File: src/rtl/map_sw_pkg.sv
// Shared types and widths for the mapper-switch controller and its helpers.
package map_sw_pkg;

  localparam int IDX_W = 8;
  localparam int CNT_W = 16;

  typedef enum logic [2:0] {
    ST_IDLE    = 3'd0,
    ST_WAIT_M2 = 3'd1,
    ST_HOLD    = 3'd2,
    ST_SWITCH  = 3'd3,
    ST_RELEASE = 3'd4
  } state_e;

  // Cycle counter increment that sticks at all-ones instead of wrapping.
  function automatic logic [CNT_W-1:0] sat_inc(input logic [CNT_W-1:0] v);
    return (&v) ? v : v + CNT_W'(1);
  endfunction

endpackage

File: src/rtl/map_sw_edge.sv
// M2 edge detector: one-cycle fall/rise pulses from the already-synchronized M2 phase.
module map_sw_edge (
  input  logic clk,
  input  logic rst_n,
  input  logic m2,
  output logic fall,
  output logic rise
);

  logic m2_q;

  always_ff @(posedge clk or negedge rst_n) begin
    if (!rst_n) begin
      m2_q <= 1'b0;
    end else begin
      m2_q <= m2;
    end
  end

  assign fall = m2_q & ~m2;
  assign rise = ~m2_q & m2;

endmodule

File: src/rtl/map_switch_ctrl.sv
// Mapper switch sequencer: waits for M2 low, resets the mappers, swaps the index, releases on M2 high.
// Optional M2 wait timeout is enabled with `define MAP_SWITCH_TIMEOUT_EN.
module map_switch_ctrl
  import map_sw_pkg::*;
#(
  parameter int unsigned DEF_IDX    = 0,
  parameter int unsigned RST_CYC    = 16,
  parameter int unsigned M2_TIMEOUT = 1024
) (
  input  logic             clk,
  input  logic             rst_n,
  input  logic             req,
  input  logic [IDX_W-1:0] req_idx,
  input  logic             m2,
  output logic [IDX_W-1:0] map_idx,
  output logic             map_rst,
  output logic             bus_hold,
  output logic             busy,
  output logic             ack,
  output logic             drop,
  output logic             tmo
);

  if (RST_CYC < 1 || RST_CYC > 255) begin : g_bad_rst_cyc
    $error("map_switch_ctrl: RST_CYC must be within 1..255");
  end
  if (M2_TIMEOUT < 1 || M2_TIMEOUT > 65535) begin : g_bad_m2_timeout
    $error("map_switch_ctrl: M2_TIMEOUT must be within 1..65535");
  end

  localparam logic [IDX_W-1:0] DEF_IDX_C = IDX_W'(DEF_IDX);
  localparam logic [CNT_W-1:0] HOLD_LAST = CNT_W'(RST_CYC - 1);

  state_e           state_q, state_d;
  logic [CNT_W-1:0] cnt_q, cnt_d;
  logic [IDX_W-1:0] pend_idx_q;
  logic [IDX_W-1:0] map_idx_q;
  logic             map_rst_q;
  logic             bus_hold_q;
  logic             busy_q;
  logic             ack_q;
  logic             drop_q;
  logic             m2_fall;
  logic             m2_rise;
  logic             wait_expired;
  logic             accept;

  map_sw_edge u_edge (
    .clk   (clk),
    .rst_n (rst_n),
    .m2    (m2),
    .fall  (m2_fall),
    .rise  (m2_rise)
  );

`ifdef MAP_SWITCH_TIMEOUT_EN
  localparam logic [CNT_W-1:0] TMO_LAST = CNT_W'(M2_TIMEOUT - 1);
  logic tmo_q;

  assign wait_expired = (cnt_q == TMO_LAST);
  assign tmo          = tmo_q;
`else
  assign wait_expired = 1'b0;
  assign tmo          = 1'b0;
`endif

  assign accept = (state_q == ST_IDLE) && req;

  always_comb begin
    state_d = state_q;
    unique case (state_q)
      ST_IDLE:    if (req) state_d = ST_WAIT_M2;
      ST_WAIT_M2: if (m2_fall || wait_expired) state_d = ST_HOLD;
      ST_HOLD:    if (cnt_q == HOLD_LAST) state_d = ST_SWITCH;
      ST_SWITCH:  state_d = ST_RELEASE;
      ST_RELEASE: if (m2_rise) state_d = ST_IDLE;
      default:    state_d = ST_IDLE;
    endcase
  end

  // The counter only matters in WAIT_M2 and HOLD; it restarts from zero on every state entry.
  always_comb begin
    cnt_d = '0;
    if ((state_d == state_q) && (state_q == ST_WAIT_M2 || state_q == ST_HOLD)) begin
      cnt_d = sat_inc(cnt_q);
    end
  end

  always_ff @(posedge clk or negedge rst_n) begin
    if (!rst_n) begin
      state_q    <= ST_IDLE;
      cnt_q      <= '0;
      pend_idx_q <= DEF_IDX_C;
      map_idx_q  <= DEF_IDX_C;
      map_rst_q  <= 1'b0;
      bus_hold_q <= 1'b0;
      busy_q     <= 1'b0;
      ack_q      <= 1'b0;
      drop_q     <= 1'b0;
`ifdef MAP_SWITCH_TIMEOUT_EN
      tmo_q      <= 1'b0;
`endif
    end else begin
      state_q    <= state_d;
      cnt_q      <= cnt_d;
      busy_q     <= (state_d != ST_IDLE);
      bus_hold_q <= (state_d == ST_HOLD) || (state_d == ST_SWITCH) || (state_d == ST_RELEASE);
      map_rst_q  <= (state_d == ST_HOLD) || (state_d == ST_SWITCH);
      ack_q      <= (state_q == ST_RELEASE) && (state_d == ST_IDLE);

      if (accept) begin
        pend_idx_q <= req_idx;
      end
      if (state_d == ST_SWITCH) begin
        map_idx_q <= pend_idx_q;
      end

      if (accept) begin
        drop_q <= 1'b0;
      end else if (req && (state_q != ST_IDLE)) begin
        drop_q <= 1'b1;
      end

`ifdef MAP_SWITCH_TIMEOUT_EN
      // A real fall wins over an expiry landing on the same cycle.
      if (accept) begin
        tmo_q <= 1'b0;
      end else if ((state_q == ST_WAIT_M2) && wait_expired && !m2_fall) begin
        tmo_q <= 1'b1;
      end
`endif
    end
  end

  assign map_idx  = map_idx_q;
  assign map_rst  = map_rst_q;
  assign bus_hold = bus_hold_q;
  assign busy     = busy_q;
  assign ack      = ack_q;
  assign drop     = drop_q;

endmodule
File: config.mk
export PLATFORM = sky130hd
export DESIGN_NAME = map_switch_ctrl
export DESIGN_NICKNAME = d
export VERILOG_FILES = /design/src/rtl/map_sw_pkg.sv /design/src/rtl/map_sw_edge.sv /design/src/rtl/map_switch_ctrl.sv
export SDC_FILE = /design/constraint.sdc
export NUM_CORES = 1
export LEC_CHECK = 0
export CELL_PAD_IN_SITES_DETAIL_PLACEMENT = 1
export CELL_PAD_IN_SITES_GLOBAL_PLACEMENT = 2
export CORE_MARGIN = 5
export CORE_UTILIZATION = 36
export DETAILED_ROUTE_END_ITERATION = 8
export PLACE_DENSITY_LB_ADDON = 0.3
export SYNTH_ARGS = -nofsm -noshare
export SYNTH_HDL_FRONTEND = slang
export SYNTH_SLANG_ARGS = --single-unit
File: constraint.sdc
create_clock -name clk -period 2.4 [get_ports clk]
set_input_delay 0.72 -clock clk [delete_from_list [all_inputs] [get_ports clk]]
set_output_delay 0.72 -clock clk [all_outputs]
set_load 0.05 [all_outputs]
After elaboration in Yosys (flattened, before gate mapping)
Cells that the tools add are included.

Divide/modulo/power cells: 0. Shifts and indexed selects: 0. Multiply operators: 0. Reductions and logical operators: 13. Equality and inequality tests: 10. Bitwise logic cells: 4. Add/sub/neg operators: 1. $lt $le $gt $ge: 0. Mux-type cells: 9.

Operator list (count): 16-bit two-way mux (2); 16-bit by 1-bit adder with 16-bit output, second input constant (1); 16-bit by 4-bit equality test with 1-bit output, second input constant (1); 16-bit AND reduction (1); 3-bit one-hot mux with 5 select lines (1); 3-bit by 2-bit equality test with 1-bit output, second input constant (4); 3-bit two-way mux (4); 3-bit equality test, second input constant (2); 3-bit zero test (2); 3-bit nonzero test (2); 1-bit logical AND (4); 3-bit by 1-bit equality test with 1-bit output, second input constant (1); 3-bit equality test (1); 1-bit logical OR (3); 1-bit bitwise AND (2); 1-bit two-way mux (2); 2-bit != test, second input constant (1); 1-bit NOT (2); 2-bit nonzero test (1).

Bits in writable memories: 0. Logic and storage cells: 47. Output and inout port bits: 14. Memories kept: 0. Bits in registers: 41. Latch bits: 0. ROM bits: 0. Input port bits: 12.

Longest topological paths before layout
Word-level depth: 7. Depth in mapped cells: 6. Depth with buffers taken out: 5.

Cells and area by module
From an unflattened synthesis, not the netlist that was laid out.

Cells, all modules: 164. Area, all modules: 1865.5 um^2.

Modules (own cells, without submodules): map_switch_ctrl (instances 1, area an instance 1825.5 um^2, cells each 161, sequential area each 1001.0 um^2); map_sw_edge (instances 1, area an instance 40.0 um^2, cells each 3, sequential area each 25.0 um^2).

Worst setup path after synthesis
No wires, ideal clock.

Path type: register to register. From: reg cnt_q[0]. To: reg map_idx_q[0], in the netlist map_idx[0]. Data arrival time: 1.643 ns. Period minus slack after synthesis: 1.768 ns. Path buffers: 0. Stages on the path, launching flop included: 6. Data required time: 2.275 ns. Setup slack: 0.632 ns. Library setup time: 0.125 ns. Cell sequence: dfrtp_1 -> ha_1 -> and3_1 -> nand3_1 -> nor2_4 -> mux2_2.

Word-level cells in the longest chain between the ends: 4.

Ends and longest elaborated chain: start: declaration (RTL line map_switch_ctrl.sv:35) `logic [CNT_W-1:0] cnt_q, cnt_d;`; start signal: assignment (RTL line map_switch_ctrl.sv:105) `cnt_q <= cnt_d;`; 16-bit by 4-bit equality test with 1-bit output (RTL line map_switch_ctrl.sv:74) `ST_HOLD: if (cnt_q == HOLD_LAST) state_d = ST_SWITCH;`; 3-bit two-way mux (RTL line map_switch_ctrl.sv:74); 3-bit one-hot mux with 5 select lines (RTL line map_switch_ctrl.sv:71) `unique case (state_q)`; 3-bit by 2-bit equality test with 1-bit output (RTL line map_switch_ctrl.sv:114) `if (state_d == ST_SWITCH) begin`; end signal: assignment (RTL line map_switch_ctrl.sv:115) `map_idx_q <= pend_idx_q;`; end: declaration (RTL line map_switch_ctrl.sv:37) `logic [IDX_W-1:0] map_idx_q;`.

Every way passes these cells. A chain may end at the register's enable or synchronous reset.

Final worst setup path
From: reg map_idx_q[5], in the netlist map_idx[5]. To: out map_idx[5].

RTL lines: end: declaration (RTL line map_switch_ctrl.sv:15) `output logic [IDX_W-1:0] map_idx,`.

No word-level cell between the ends.

==> run summary <==
Outcome -> complete, no violations
Largest cells by area after synthesis -> dfrtp_1 53%, mux2_2 9.4%, a21oi_1 3.1%
GRT Total Usage -> 13.24%
Setup CP Type -> reg2out
Cells on worst reg2reg path -> 5
CP max FO -> 2
Hold/Removal Path Class -> in2async
Share of layout cells above drive strength 1 -> 19.29%
DR vias/cell -> 5.296
Iteration-0 DRC Markers -> 54
GPL Wtd Cong -> 0.8758
Critical Path AT -> 1460 ps
Final HPWL DP -> 3.229 mm
Library cells used by synthesis -> 40
Multi-input logic area -> 867.1 sq um
Min Tclk post-route -> 2177 ps
Synth Warn # -> 0
EDFF count, synth -> 0
Reg2reg end -> map_idx[2]$_DFFE_PN0N_
H-tree depth -> 2
WL/cell -> 15.87 um
TritonCTS clock tree -> yes
Post-Synthesis Cells -> 164
Worst hold slack -> 493.3 ps
Vias in the first global route -> 1,596
Die Area -> 6907 sq um
Crit end category -> output port
Row count -> 26
CTS Buffer Depth -> 2
Yosys top cell by area -> dfrtp_1
Final ANT Viol Nets -> 0
Initial antenna violation count -> 0
Commonest non-fill, non-tap cells in the layout -> 41 x dfrtp_1, 23 x clkdlybuf4s50_1, 16 x mux2_2
Main synth FF type -> dfrtp_1
Reg area -> 1026 sq um
Syn Area/Cell -> 11.73 sq um
Fin. max-slew vios -> 0
Sequential share of the synthesized area -> 53.32%
Critical Path Start Type -> register
DRT Pass-1 Iters -> 4
Clk_lat worst skew -> 290 ps
Placed Instance Area -> 2257 sq um
Most common cell after layout, fill and taps aside -> dfrtp_1
Asr flop ratio synth -> 100.0%
Cts hold-fix bufs -> 0
First-pass GRT wire length -> 7.452 mm
Fin Setup TNS -> 0 ps
PwrDens -> 911.3 nW/um^2
Antenna cell count -> 0
Final worst-path cycle share -> 90.71%
Initial Utilization -> 37.44%
Net count after synthesis -> 177
Clock tree sinks -> 41
Placeable Area -> 5140 sq um
Critical path's slowest cell -> clkdlybuf4s50_1
Root Driver -> clkbuf_8
Slew headroom -> 65.68%
TritonCTS Buffers -> 5
Io pins -> 26
Chip width -> 83.11 um
Finished Core Util -> 46.08%
GR Overflow Total -> 0
Residual DRC -> 0
Final Hold Violating Endpoints -> 0
I/O Buffers -> 24
Family with the most delay on the worst path -> buffers and inverters
Buf+Inv Stages, Crit Path -> 1
Leakage -> 0.9894 nW
Final nets -> 209
Routed WL -> 4.238 mm
Final setup viols -> 0
Worst Tran Pin Value -> 513.2 ps
Placed insts -> 259
Worst-path cell chain -> clkdlybuf4s50_1
Clock-pin slew of the registers on the worst-case setup and hold paths -> 80 ps
Worst reg2reg path startpoint -> cnt_q[1]$_DFFE_PN0P_
Flop2flop setup slack -> 280 ps
RSZ-0062 raised after global routing -> no
Fin cells -> 267
Fmax -> 0.4594 GHz
Max Cap Violations -> 0
Pin count of the biggest net entering global routing -> 42
Clock Skews -> 8.534 ps
Finished Cell Area -> 2369 sq um
Post-synthesis register bit count -> 41
Fill cells -> 579
Layout area overhead -> 23.08%
Required @ worst endpoint -> 1680 ps
Mapped cell area -> 1924 sq um
Post-synth top area share -> 53.32%
Total number of vias -> 1,414
Peak supply drop -> 408.2 uV
Post-CTS Setup Bufs -> 0
Post_cts resized -> 0
CP peak stage delay -> 810 ps
Die height -> 83.11 um
==> worst max-delay path by stage <==
stage	cells past startpoint	from	end
global route	5	cnt_q[1]$_DFFE_PN0P_	map_idx[6]$_DFFE_PN0N_
finish	1	map_idx[5]$_DFFE_PN0N_	map_idx[5]
floorplan	5	cnt_q[0]$_DFFE_PN0P_	map_idx[0]$_DFFE_PN0N_
CTS	1	map_idx[1]$_DFFE_PN0N_	map_idx[1]
global placement	5	m2	busy$_DFF_PN0_
detailed placement	5	m2	busy$_DFF_PN0_
==> sequential cells by signal, summed over array words and instances (netlist names) <==
signal / flops
ack: 1
drop: 1
busy: 1
u_edge.m2_q: 1
state_q: 3
bus_hold: 1
pend_idx_q: 8
cnt_q: 16
map_idx: 8
map_rst: 1
==> synth_stat cells, types with 2 or more instances <==
master and count:
nor2b_1 2, or4_1 3, and3_1 3, nor4_4 2
nand4_1 2, nand3_1 6, dfrtp_1 41, nor2_1 10
nand4_4 2, a21oi_1 12, or3_1 6, nand2_1 8
buf_4 2, nor3_1 7, o31ai_1 3, and4_1 3
inv_1 3, nand2b_1 3, o21ai_0 6, nor4_1 4
a31oi_1 2, mux2_2 16
==> per-stage QoR <==
step	worst slack (ps)	power, mW
final	223.0	2.159
after global routing	133.8	2.294
after CTS	198.1	2.193
after detailed placement	16.64	1.635
after global placement	76.68	1.606
after floorplan	632.1	1.393
==> cell type report <==
cell class,count,area share (%)
flip-flops and latches,41,43.32
multi-input cells,117,36.61
repair buffers,28,11.20
well taps,70,3.698
clock buffers,6,3.064
clock inverters,2,1.638
inverters,3,0.4754
==> layer usage <==
| layer | GRT usage, % | wire length, um | vias up |
|---|---|---|---|
| li1 | - | - | 671 |
| met1 | 15.48 | 1888 | 719 |
| met2 | 22.81 | 2118 | 18 |
| met3 | 3.762 | 155 | 6 |
| met4 | 5.201 | 75 | 0 |
| met5 | 0 | 0 | - |
==> logic make-up after synthesis <==
family / Yosys count / synth area share, %
buffers and inverters: 6 / 1.625
other: 1 / 0.1949
xor gates and xnor gates: 1 / 0.4552
adders and majority gates: 1 / 0.6501
muxes: 17 / 9.883
and+or+nand+nor: 70 / 25.29
DFF: 41 / 53.32
AOI/OAI and AO/OA: 27 / 8.583
==> report_power, final <==
part           switching, mW  internal (mW)
sequential             0.104          0.834
clock                  0.238          0.312
combinational          0.385          0.285
Power figures use the tool's default switching activity.
